`config.mk`:
```
export PLATFORM = sky130hd
export DESIGN_NAME = mem_access_ctrl
export DESIGN_NICKNAME = d
export VERILOG_FILES = /design/src/rtl/mem_pkg.sv /design/src/rtl/load_lane_extend.sv /design/src/rtl/mem_access_ctrl.sv
export SDC_FILE = /design/constraint.sdc
export NUM_CORES = 1
export LEC_CHECK = 0
export CELL_PAD_IN_SITES_DETAIL_PLACEMENT = 0
export CELL_PAD_IN_SITES_GLOBAL_PLACEMENT = 1
export CORE_AREA = 3 3 128 130
export CTS_CLUSTER_DIAMETER = 40
export DETAILED_ROUTE_END_ITERATION = 10
export DIE_AREA = 0 0 131 133
export HOLD_SLACK_MARGIN = 0.05
export PLACE_DENSITY_LB_ADDON = 0.1
export SLEW_MARGIN = 20
export SYNTH_ARGS = -nofsm -noshare
export SYNTH_HDL_FRONTEND = slang
export SYNTH_HIERARCHICAL = 1
export SYNTH_SLANG_ARGS = --single-unit
```
`constraint.sdc`:
```
create_clock -name i_clk -period 10.7 [get_ports i_clk]
set_input_delay 3.21 -clock i_clk [delete_from_list [all_inputs] [get_ports i_clk]]
set_output_delay 3.21 -clock i_clk [all_outputs]
set_load 0.005 [all_outputs]
```
`src/rtl/mem_pkg.sv`:
```
// Shared size codes, FSM state encoding and alignment rule for the MEM-stage access controller.
package mem_pkg;

    localparam int NBITS     = 32;
    localparam int HWORDBITS = 16;
    localparam int BYTENBITS = 8;
    localparam int TNBITS    = 2;

    typedef enum logic [1:0] {
        SZ_WORD = 2'b00,
        SZ_BYTE = 2'b01,
        SZ_HALF = 2'b10,
        SZ_INV  = 2'b11
    } size_e;

    typedef enum logic [1:0] {
        ST_IDLE = 2'b00,
        ST_REQ  = 2'b01,
        ST_DONE = 2'b10,
        ST_ERR  = 2'b11
    } state_e;

    // Word needs 4-byte alignment, half needs 2-byte, byte is always fine.
    function automatic logic access_legal(input logic [1:0] size, input logic [1:0] addr_lo);
        logic ok;
        case (size_e'(size))
            SZ_WORD: ok = (addr_lo == 2'b00);
            SZ_HALF: ok = ~addr_lo[0];
            SZ_BYTE: ok = 1'b1;
            default: ok = 1'b0;
        endcase
        return ok;
    endfunction

endpackage

```
`src/rtl/load_lane_extend.sv`:
```
// Picks the addressed byte/halfword lane out of a read word and sign/zero extends it.
// Purely combinational; word accesses pass through untouched.
module load_lane_extend
    import mem_pkg::*;
#(
    parameter int NBITS     = mem_pkg::NBITS,
    parameter int HWORDBITS = mem_pkg::HWORDBITS,
    parameter int BYTENBITS = mem_pkg::BYTENBITS,
    parameter int TNBITS    = mem_pkg::TNBITS
) (
    input  logic [1:0]        i_addr_lo,
    input  logic [TNBITS-1:0] i_size,
    input  logic              i_cero,
    input  logic [NBITS-1:0]  i_rdata,
    output logic [NBITS-1:0]  o_data
);

    logic [BYTENBITS-1:0] byte_lane;
    logic [HWORDBITS-1:0] half_lane;

    always_comb begin
        byte_lane = i_rdata[{i_addr_lo, 3'b000} +: BYTENBITS];
        half_lane = i_rdata[{i_addr_lo[1], 4'b0000} +: HWORDBITS];
        case (size_e'(i_size))
            SZ_BYTE: o_data = {{(NBITS-BYTENBITS){byte_lane[BYTENBITS-1] & ~i_cero}}, byte_lane};
            SZ_HALF: o_data = {{(NBITS-HWORDBITS){half_lane[HWORDBITS-1] & ~i_cero}}, half_lane};
            default: o_data = i_rdata;
        endcase
    end

endmodule

```
`src/rtl/mem_access_ctrl.sv`:
```
// MEM-stage load/store sequencer: req/ack handshake to data memory, alignment check,
// store lane steering and load extension. Stalls upstream while an access is pending.
module mem_access_ctrl
    import mem_pkg::*;
#(
    parameter int NBITS     = mem_pkg::NBITS,
    parameter int HWORDBITS = mem_pkg::HWORDBITS,
    parameter int BYTENBITS = mem_pkg::BYTENBITS,
    parameter int TNBITS    = mem_pkg::TNBITS,
    parameter int TIMEOUT   = 15
) (
    input  logic              i_clk,
    input  logic              i_reset,
    input  logic              i_valid,
    input  logic              i_we,
    input  logic [NBITS-1:0]  i_addr,
    input  logic [TNBITS-1:0] i_size,
    input  logic              i_cero,
    input  logic [NBITS-1:0]  i_wdata,
    output logic              o_mem_req,
    output logic              o_mem_we,
    output logic [NBITS-1:0]  o_mem_addr,
    output logic [3:0]        o_mem_wstrb,
    output logic [NBITS-1:0]  o_mem_wdata,
    input  logic              i_mem_ack,
    input  logic [NBITS-1:0]  i_mem_rdata,
    output logic              o_stall,
    output logic              o_done,
    output logic [NBITS-1:0]  o_rdata,
    output logic              o_error
);

    localparam int              CNTW     = $clog2(TIMEOUT + 1);
    localparam logic [CNTW-1:0] CNT_LAST = CNTW'(TIMEOUT);

    state_e              state_q, state_d;
    logic                we_q, we_d;
    logic [NBITS-1:0]    addr_q, addr_d;
    logic [TNBITS-1:0]   size_q, size_d;
    logic                cero_q, cero_d;
    logic [NBITS-1:0]    wdata_q, wdata_d;
    logic [NBITS-1:0]    rdata_q, rdata_d;
    logic [CNTW-1:0]     cnt_q, cnt_d;

    logic [CNTW-1:0]     cnt_inc;
    logic                req_legal;
    logic [NBITS-1:0]    load_ext;
    logic [3:0]          lane_wstrb;
    logic [NBITS-1:0]    lane_wdata;

    load_lane_extend #(
        .NBITS    (NBITS),
        .HWORDBITS(HWORDBITS),
        .BYTENBITS(BYTENBITS),
        .TNBITS   (TNBITS)
    ) u_load_lane_extend (
        .i_addr_lo(addr_q[1:0]),
        .i_size   (size_q),
        .i_cero   (cero_q),
        .i_rdata  (i_mem_rdata),
        .o_data   (load_ext)
    );

    // Store steering works off the latched request so the memory port stays stable.
    always_comb begin
        lane_wstrb = 4'b1111;
        lane_wdata = wdata_q;
        case (size_e'(size_q))
            SZ_BYTE: begin
                lane_wdata = {(NBITS/BYTENBITS){wdata_q[BYTENBITS-1:0]}};
                lane_wstrb = 4'b0001 << addr_q[1:0];
            end
            SZ_HALF: begin
                lane_wdata = {(NBITS/HWORDBITS){wdata_q[HWORDBITS-1:0]}};
                lane_wstrb = addr_q[1] ? 4'b1100 : 4'b0011;
            end
            default: lane_wstrb = 4'b1111;
        endcase
        if (!we_q) begin
            lane_wstrb = 4'b0000;
        end
    end

    always_comb begin
        state_d   = state_q;
        we_d      = we_q;
        addr_d    = addr_q;
        size_d    = size_q;
        cero_d    = cero_q;
        wdata_d   = wdata_q;
        rdata_d   = rdata_q;
        cnt_d     = cnt_q;
        cnt_inc   = cnt_q + CNTW'(1);
        req_legal = access_legal(i_size, i_addr[1:0]);
        o_mem_req = 1'b0;
        o_stall   = 1'b0;
        o_done    = 1'b0;
        o_error   = 1'b0;

        case (state_q)
            ST_IDLE: begin
                o_stall = i_valid;
                cnt_d   = '0;
                if (i_valid) begin
                    we_d    = i_we;
                    addr_d  = i_addr;
                    size_d  = i_size;
                    cero_d  = i_cero;
                    wdata_d = i_wdata;
                    if (req_legal) begin
                        state_d = ST_REQ;
                    end else begin
                        state_d = ST_ERR;
                        rdata_d = '1;
                    end
                end
            end
            ST_REQ: begin
                o_mem_req = 1'b1;
                o_stall   = 1'b1;
                // An ack in the final allowed cycle still completes normally.
                if (i_mem_ack) begin
                    state_d = ST_DONE;
                    if (!we_q) begin
                        rdata_d = load_ext;
                    end
                end else if (cnt_inc == CNT_LAST) begin
                    state_d = ST_ERR;
                    rdata_d = '1;
                end else begin
                    cnt_d = cnt_inc;
                end
            end
            ST_DONE: begin
                o_done  = 1'b1;
                state_d = ST_IDLE;
            end
            ST_ERR: begin
                o_done  = 1'b1;
                o_error = 1'b1;
                state_d = ST_IDLE;
            end
            default: state_d = ST_IDLE;
        endcase
    end

    always_ff @(posedge i_clk or posedge i_reset) begin
        if (i_reset) begin
            state_q <= ST_IDLE;
            we_q    <= 1'b0;
            addr_q  <= '0;
            size_q  <= '0;
            cero_q  <= 1'b0;
            wdata_q <= '0;
            rdata_q <= '0;
            cnt_q   <= '0;
        end else begin
            state_q <= state_d;
            we_q    <= we_d;
            addr_q  <= addr_d;
            size_q  <= size_d;
            cero_q  <= cero_d;
            wdata_q <= wdata_d;
            rdata_q <= rdata_d;
            cnt_q   <= cnt_d;
        end
    end

    assign o_mem_we    = o_mem_req & we_q;
    assign o_mem_addr  = o_mem_req ? {addr_q[NBITS-1:2], 2'b00} : '0;
    assign o_mem_wstrb = o_mem_req ? lane_wstrb : 4'b0000;
    assign o_mem_wdata = o_mem_req ? lane_wdata : '0;
    assign o_rdata     = rdata_q;

endmodule

```
# Yosys cells after proc, flatten, opt, wreduce, memory -nomap -nowiden
# Index checks and enable logic that the tools add are counted.
# word_totals
register_bits	106
latch_bits	0
ramBits	0
rom_bits	0
input_bits	104
output_inout_bits	105
word_cells	67
n_memories	0
# classes
n_addsub	1
n_mul	0
div	0
order_cmp	0
eq_ne	14
shifts	3
mux	27
n_bitwise	5
n_reduce_logical	9
# op_table
op	count
$mux 32	7
$pmux 32 s2	3
$shiftx 32x6->16	1
$shiftx 32x6->8	1
$mux 4	5
$pmux 4 s2	2
$eq 2x2->1 const B	4
$mux 2	4
$ne 2x2->1 const B	4
$eq 2x1->1 const B	3
$logic_not 2->1	3
$ne 3x3->1 const B	2
$pmux 2 s3	1
$reduce_and 5->1	1
$add 4x1->4 const B	1
$eq 4x4->1 const B	1
$reduce_and 2->1	2
$shl 1x2->4 const A	1
$and 1x1->1	3
$mux 1	3
$pmux 1 s3	1
$reduce_and 3->1	1
$not 1->1	2
$pmux 1 s2	1
other kinds (2)	2

# Logic depth before layout (Yosys ltp)
# Gate-level depths: netlist of the first run.
# logic_depth
ltp_word	6
depth_mapped	9
depth_no_buf	7

# Modules after synthesis
# The synthesis of the first run kept the hierarchy.
# by_module_without_submodules
module	instances	cells_each	area_each_um2	seq_area_each_um2
mem_access_ctrl	1	429	4847.1	2652.5
load_lane_extend	1	108	669.4	0.0

# Worst setup path after synthesis of the first run
# OpenSTA, ideal clock, no wires.
# synth_timing
kind	input to output
from	input i_valid
to	output o_stall
arrival_ps	3334
required_ps	7490
setup_slack_ps	4156
cell_stages	2
path_buffers	0
cell_sequence	nor2_1 > nor2_1
# synth_between
elab_chain_cells	1
# synth_rtl
element	line	text
start: declaration	mem_access_ctrl.sv:14	input logic i_valid,
$pmux 1 s2	mem_access_ctrl.sv:100	case (state_q)
end: declaration	mem_access_ctrl.sv:27	output logic o_stall,
# Every way passes these cells.

# Worst setup path in the final report of the first run
# Same ends and word-level chain as after synthesis.

==> results of run 1 <==
==> report_power, final <==
group	switching [mW]	leakage [nW]	internal [mW]
registers	0.129	1.19	0.590
clock network	0.148	0.153	0.195
logic	0.550	1.88	0.644
==> path summary, 6_finish.rpt <==
check / to / slack [ns] / startpoint
setup reg to reg: o_rdata[30] / 8.26 / state_q[1]
hold reg to reg: o_rdata[9] / 0.49 / o_rdata[9]
setup / recovery: o_stall / 3.15 / i_valid
hold / removal: o_rdata[9] / 0.49 / o_rdata[9]
min in group asynchronous: addr_q[6] / 3.22 / i_reset
max in group asynchronous: wdata_q[25] / 6.20 / i_reset
==> area by class of cell <==
type,count,area (µm²)
clock inverter,4,48.80
clock buffer,12,256.5
inverter,27,103.9
timing repair buffer,210,2092
tap,211,264.0
fill,1416,7292
sequential,106,2653
multi-input combinational,361,2549
==> through the flow <==
stage	setup WS (ns)	hold WS [ns]
floorplan	4.156	0.4720
global placement	3.149	0.4741
detailed placement	3.161	0.4765
CTS	3.152	0.4919
global route	3.072	0.5017
finish	3.147	0.4857
==> state kept, by name (all words and copies together) (netlist names) <==
name,cells
we_q,1
wdata_q,32
addr_q,32
cero_q,1
cnt_q,4
o_rdata,32
state_q,2
size_q,2
==> placed cells by master (no fill, tap or decap), types with 2 or more instances in the layout <==
master / instances
sky130_fd_sc_hd__clkdlybuf4s50_1: 206
sky130_fd_sc_hd__nor2_1: 27
sky130_fd_sc_hd__o22a_2: 2
sky130_fd_sc_hd__a221o_1: 6
sky130_fd_sc_hd__o2bb2ai_1: 8
sky130_fd_sc_hd__inv_1: 26
sky130_fd_sc_hd__clkbuf_16: 9
sky130_fd_sc_hd__conb_1: 2
sky130_fd_sc_hd__a21oi_1: 38
sky130_fd_sc_hd__o22a_1: 30
sky130_fd_sc_hd__a32oi_1: 7
sky130_fd_sc_hd__o21a_1: 2
sky130_fd_sc_hd__nor2b_1: 12
sky130_fd_sc_hd__a22oi_1: 10
sky130_fd_sc_hd__a21o_1: 3
sky130_fd_sc_hd__or2_2: 2
sky130_fd_sc_hd__clkinv_2: 2
sky130_fd_sc_hd__buf_4: 4
sky130_fd_sc_hd__nand2b_1: 4
sky130_fd_sc_hd__o21ai_0: 20
sky130_fd_sc_hd__clkbuf_8: 2
sky130_fd_sc_hd__ha_1: 5
sky130_fd_sc_hd__and2_1: 41
sky130_fd_sc_hd__mux2_2: 61
sky130_fd_sc_hd__dfrtp_1: 106
sky130_fd_sc_hd__nand2_1: 60
==> cells by family after synthesis <==
kind of cell               count (synthesis)  synth area share
AOI/OAI and AO/OA                        138            0.1830
xor gates and xnor gates                   1          0.001588
adders and majority gates                  6           0.01361
buffers and inverters                     71           0.05965
DFF                                      106            0.4808
muxes                                     62            0.1272
other                                      1         0.0006798
and+or+nand+nor                          152            0.1334
==> per-layer routing <==
metal / track usage / routed length [µm] / vias to the layer above / share of wire
met5: 0 / 0 / - / 0
li1: - / - / 2215 / -
met2: 0.2796 / 7374 / 162 / 0.46
met3: 0.05248 / 1178 / 18 / 0.074
met4: 0.06686 / 264 / 0 / 0.017
met1: 0.2492 / 7114 / 2192 / 0.45
==> tab_implementation.tex, run 1 <==
\begin{tabular}{lr}
\hline
Metric & Value \\
\hline
\multicolumn{2}{l}{\textbf{Worst setup path}} \\
Cell with the biggest individual delay on the critical path & sky130\_fd\_sc\_hd\_\_clkdlybuf4s50\_1 \\
Cells along the critical path & clkdlybuf4s50\_1, nor2\_1, nor2\_1, clkdlybuf4s50\_1 \\
Highest net fanout along the worst path & 2 \\
Buffers plus inverters on the worst setup path & 2 \\
Critical path data arrival time & between 4 and 5 ns \\
Sort of element at the start of the critical path & input port \\
Logic depth of the worst setup path including buffers & 4 \\
Critical path's top delay family & buffers and inverters \\
Data required time of the worst path & between 7 and 8 ns \\
Endpoint class of the critical path & primary output \\
R2R cell count & 5 \\
Worst path max stage delay & approximately 0.5 ns \\
WS Path Type & in2out \\
\multicolumn{2}{l}{\textbf{Logic synthesis}} \\
Fraction of synthesis flops using an asynchronous set or reset pin & 1.000 \\
Post-synthesis sequential area ratio & 0.4808 \\
YS warnings & 6 \\
Share of the synthesized area in the top cell type & 0.4808 \\
Area of the mapped netlist & 5517 µm² \\
Ranking of synthesized cells by instance count & sky130\_fd\_sc\_hd\_\_dfrtp\_1, sky130\_fd\_sc\_hd\_\_mux2\_2, sky130\_fd\_sc\_hd\_\_nand2\_1 \\
Cell taking the most area after synthesis & sky130\_fd\_sc\_hd\_\_dfrtp\_1 \\
Cells after synthesis & approximately 540 \\
Synth area leaders & sky130\_fd\_sc\_hd\_\_dfrtp\_1, sky130\_fd\_sc\_hd\_\_mux2\_2, sky130\_fd\_sc\_hd\_\_o22a\_1 \\
Syn avg cell area & $\sim$10 µm² \\
Count of distinct cell types in the synthesized netlist & 46 \\
FF+latch count, synth & 106 \\
Number of flops mapped to enable cells by yosys & 0 \\
Dominant synthesized flop cell & sky130\_fd\_sc\_hd\_\_dfrtp\_1 \\
Most numerous cell in the Yosys netlist & sky130\_fd\_sc\_hd\_\_dfrtp\_1 \\
\multicolumn{2}{l}{\textbf{Clock tree}} \\
Sink Count & around 110 \\
Clock Path Buffers & 2 \\
Clock latency of the later-clocked register in the worst-skew pair & 0.35 ns \\
CTS Hold Bufs & 0 \\
Number of buffers added by the clock tree synthesis step & 9 \\
Clk Tree Root Cell & sky130\_fd\_sc\_hd\_\_clkbuf\_16 \\
CTS H-tree depth & 3 \\
CTS tree & built \\
Clock slew at the register clock pins of the worst setup and hold paths & roughly 0.060 ns \\
Number of cells upsized or downsized after cts & 0 \\
Post-CTS repair timing setup buffer count & 0 \\
\multicolumn{2}{l}{\textbf{Routing}} \\
Antenna violation net count after detailed routing & 0 \\
Mean number of vias per cell & $\sim$5 \\
Total number of vias & roughly 4600 \\
DRC marker count from the first detailed-route iteration & between 150 and 200 \\
TritonRoute pass-1 iters & 4 \\
Post-detailed-routing wire length & $\sim$16 mm \\
Remaining DRCs & 0 \\
Routed length per instance & $\sim$17 µm \\
\multicolumn{2}{l}{\textbf{Final layout}} \\
Diode count & 0 \\
Number of standard cells in the final layout excluding fillers & $\sim$930 \\
Post-layout net count & approximately 830 \\
Post-route design area & $\sim$8000 µm² \\
Synth-to-Final Area Change & 44.41\% \\
Final core utilization & 0.5221 \\
Proportion of layout cells with a drive suffix above 1 & 0.1319 \\
\multicolumn{2}{l}{\textbf{Worst hold path}} \\
Worst Hold Class & reg2reg \\
Worst hold path depth & 1 \\
\multicolumn{2}{l}{\textbf{Timing}} \\
Worst Skew & about 0.0088 ns \\
Worst Max-Slew Pin Slew & 0.9300 ns \\
Final Setup Violations & 0 \\
Final worst path period need & approximately 7.6 ns \\
Setup tns final & 0 ns \\
Final hold violations & 0 \\
Slew HR & 0.3800 \\
Final period util & 0.7059 \\
Setup repair after global routing missed its margin & false \\
Fmax & roughly 130 MHz \\
Max-slew violation total from the final report & 0 \\
\multicolumn{2}{l}{\textbf{Placement}} \\
HPWL Detailed & 11.43 mm \\
Number of port buffers & 206 \\
Placed Instance Area & between 7000 and 8000 µm² \\
Routability-driven placement congestion ratio & roughly 0.81 \\
Cell total after placement & between 900 and 1000 \\
\multicolumn{2}{l}{\textbf{GRT}} \\
Global-route wire length before repair & about 25 mm \\
Leftover overflow at the end of global routing & 0 \\
Pin count of the biggest net entering global routing & 78 \\
Antenna violations before repair & 0 \\
Via count of the first global-routing pass & around 4700 \\
Total routing usage reported by global routing & 0.1841 \\
\multicolumn{2}{l}{\textbf{Floorplan}} \\
Count of boundary I/O pins & around 210 \\
Die area & roughly 17000 µm² \\
Initial core utilization & 0.3615 \\
Total number of placement rows & 45 \\
Die W & approximately 130 µm \\
Area of the core & between 15000 and 20000 µm² \\
Vertical die dimension & around 130 µm \\
\multicolumn{2}{l}{\textbf{Power}} \\
Total power of the final layout & roughly 2.3 mW \\
Power per cell area & around 280 nW/µm² \\
Static leakage & roughly 3.2 nW \\
Largest vdd supply drop & between 0.1 and 0.15 mV \\
\multicolumn{2}{l}{\textbf{Flow run}} \\
Max-Cap Viols & 0 \\
\multicolumn{2}{l}{\textbf{Outcome}} \\
Status & finished clean \\
\hline
\end{tabular}
No activity file was read; power rests on OpenSTA's default activity.
==> run 2: changes to the inputs <==
CORE_AREA = 3 3 140 142   (was 3 3 128 130)
DIE_AREA = 0 0 143 145   (was 0 0 131 133)
clock period = 6.7 ns   (was 10.7 ns; I/O delays follow)
==> run 2 against run 1 <==
Clock skew decreased by 0.00072 ns. Die area increased by 19%. Wire length increased by 5.7%. Largest power group unchanged. Highest routed layer unchanged. Setup slack got worse by 1.6 ns. Sequential cell count unchanged.
==> tab_implementation.tex, run 2 (synthesis results as in run 1) <==
\begin{tabular}{lr}
\hline
Metric & Value \\
\hline
\multicolumn{2}{l}{\textbf{Floorplan}} \\
Die area & 20740 µm² (+19\%) \\
Die W & 143 µm (+9.2\%) \\
Area of the core & 18580 µm² (+22\%) \\
Initial core utilization & 0.2969 (-0.06464) \\
Total number of placement rows & 50 (+11\%) \\
Vertical die dimension & 145 µm (+9.0\%) \\
Count of boundary I/O pins & 209 (unchanged) \\
\multicolumn{2}{l}{\textbf{Worst hold path}} \\
Start point of the worst hold path & o\_rdata[17] \\
Worst Hold Class & reg2reg \\
Hold Crit Endpoint & o\_rdata[17] \\
Worst hold path depth & 1 (unchanged) \\
\multicolumn{2}{l}{\textbf{Clock tree}} \\
Number of cells upsized or downsized after cts & 0 (unchanged) \\
Sink Count & 106 (unchanged) \\
CTS Hold Bufs & 0 (unchanged) \\
Clock latency of the later-clocked register in the worst-skew pair & 0.35 ns (about the same) \\
Clock slew at the register clock pins of the worst setup and hold paths & 0.07 ns (about the same) \\
Clk Tree Root Cell & sky130\_fd\_sc\_hd\_\_clkbuf\_16 \\
Number of buffers added by the clock tree synthesis step & 9 (unchanged) \\
CTS H-tree depth & 3 (unchanged) \\
CTS tree & built \\
Clock Path Buffers & 2 (unchanged) \\
Post-CTS repair timing setup buffer count & 0 (unchanged) \\
\multicolumn{2}{l}{\textbf{Routing}} \\
DRC marker count from the first detailed-route iteration & 203 (+9.7\%) \\
Remaining DRCs & 0 (unchanged) \\
Mean number of vias per cell & 4.811 (-2.3\%) \\
Antenna violation net count after detailed routing & 0 (unchanged) \\
Post-detailed-routing wire length & 16.84 mm (+5.7\%) \\
Total number of vias & 4590 (+0.065\%) \\
TritonRoute pass-1 iters & 4 (unchanged) \\
Routed length per instance & 17.66 µm (+3.2\%) \\
\multicolumn{2}{l}{\textbf{Timing}} \\
Worst Skew & 0.008092 ns (-0.0007232 ns) \\
Final worst path period need & approximately 5.1 ns \\
Fmax & 194.3 MHz \\
Slew HR & 0.3645 (-0.01548) \\
Worst Max-Slew Pin Slew & 0.9532 ns (+0.02323 ns) \\
Final Setup Violations & 0 (unchanged) \\
Final hold violations & 0 (unchanged) \\
Final period util & 0.7680 \\
Setup repair after global routing missed its margin & false \\
Final worst setup slack & 1.554 ns (-1.592 ns) \\
Setup tns final & 0 ns (unchanged) \\
Max-slew violation total from the final report & 0 (unchanged) \\
Hold WS & 0.4887 ns (+0.002991 ns) \\
\multicolumn{2}{l}{\textbf{Power}} \\
Static leakage & 3.219 nW (-0.17\%) \\
Power per cell area & 452.1 nW/µm² (+60\%) \\
Total power of the final layout & 3.611 mW (+60\%) \\
Largest vdd supply drop & 0.2040 mV (+52\%) \\
\multicolumn{2}{l}{\textbf{Worst setup path}} \\
R2r endpoint & o\_rdata[30] \\
Worst path max stage delay & 0.52 ns (+0.02 ns) \\
R2R cell count & 5 (unchanged) \\
WS Path Type & reg2out \\
Endpoint class of the critical path & primary output \\
Cell with the biggest individual delay on the critical path & sky130\_fd\_sc\_hd\_\_inv\_1 \\
Cells along the critical path & nand2b\_1, inv\_1, buf\_4, nand2\_1, inv\_1, o21a\_1, clkdlybuf4s50\_1 \\
Sort of element at the start of the critical path & register \\
Critical path's top delay family & buffers and inverters \\
Register-to-register path setup slack & 3.74 ns (-4.52 ns) \\
Most Frequent Cell on Critical Path & sky130\_fd\_sc\_hd\_\_inv\_1 \\
Critical path data arrival time & 3.14 ns (-1.20 ns) \\
Data required time of the worst path & 4.69 ns (-2.80 ns) \\
Start of the worst register-to-register path & state\_q[1] \\
Buffers plus inverters on the worst setup path & 4 (+2) \\
Highest net fanout along the worst path & 34 (+32) \\
\multicolumn{2}{l}{\textbf{Final layout}} \\
Synth-to-Final Area Change & 44.79\% \\
Proportion of layout cells with a drive suffix above 1 & 0.1306 (-0.001389) \\
Multi-input logic area & 2546 µm² (about the same) \\
Number of standard cells in the final layout excluding fillers & 954 (+2.5\%) \\
Diode count & 0 (unchanged) \\
Area used by sequential logic in the layout & 2653 µm² (unchanged) \\
Filler Cell Count & 1782 (+26\%) \\
Post-route design area & 7988 µm² (+0.27\%) \\
Leading cell types in the layout, fill and taps excluded & sky130\_fd\_sc\_hd\_\_clkdlybuf4s50\_1, sky130\_fd\_sc\_hd\_\_dfrtp\_1, sky130\_fd\_sc\_hd\_\_mux2\_2 \\
Final core utilization & 0.4299 (-0.09220) \\
Most common cell after layout, fill and taps aside & sky130\_fd\_sc\_hd\_\_clkdlybuf4s50\_1 \\
Post-layout net count & 826 (+0.12\%) \\
\multicolumn{2}{l}{\textbf{Placement}} \\
Post-Place Setup Slack & 1.570 ns (-1.592 ns) \\
HPWL Detailed & 12.24 mm (+7.1\%) \\
Placed Instance Area & 7702 µm² (+0.57\%) \\
Number of port buffers & 206 (unchanged) \\
Cell total after placement & 939 (+2.6\%) \\
Routability-driven placement congestion ratio & 0.7901 (-2.1\%) \\
\multicolumn{2}{l}{\textbf{GRT}} \\
Pin count of the biggest net entering global routing & 69 (-12\%) \\
Leftover overflow at the end of global routing & 0 (unchanged) \\
Total routing usage reported by global routing & 0.1647 (-0.01945) \\
Global-route wire length before repair & 26.99 mm (+6.9\%) \\
Via count of the first global-routing pass & 4924 (+3.9\%) \\
Antenna violations before repair & 0 (unchanged) \\
\multicolumn{2}{l}{\textbf{Flow run}} \\
Max-Cap Viols & 0 (unchanged) \\
\multicolumn{2}{l}{\textbf{Outcome}} \\
Status & finished clean \\
\hline
\end{tabular}
## run 2: worst max path at each step
| stage | end | from | cells after the start |
|---|---|---|---|
| after floorplan | addr_q[0] | i_reset | 1 |
| after global placement | o_stall | i_valid | 4 |
| after detailed placement | o_stall | i_valid | 4 |
| after CTS | o_mem_wstrb[3] | state_q[1] | 7 |
| after global routing | o_mem_wstrb[3] | state_q[1] | 7 |
| final | o_mem_wstrb[3] | state_q[1] | 7 |
## run 2: worst register-to-register path, delay by kind of cell (launching register included)
family / cells / cell delay, ns
AO/OA/AOI/OAI: 2 / 1.08
buffers and inverters: 2 / 0.79
AND/OR/NAND/NOR: 1 / 0.55
flip-flops: 1 / 0.47
## run 2: report_power, final
group          internal, mW  switching, mW  total [mW]
registers             0.942          0.205        1.15
clock network         0.288          0.241       0.529
logic                  1.04          0.893        1.93
total                  2.27           1.34        3.61
## run 2: cell type report
class                   instances  area share
clock inverters                 5    0.007049
inverters                      27     0.01300
well taps                     234     0.03665
clock buffers                  10     0.02867
repair buffers                211      0.2638
multi-input cells             361      0.3188
flip-flops and latches        106      0.3321
## run 2: layer usage
metal / track usage / wire, µm
met1: 0.2086 / 7387
met2: 0.2648 / 7886
met3: 0.06196 / 1326
met4: 0.04135 / 243
met5: 0 / 0
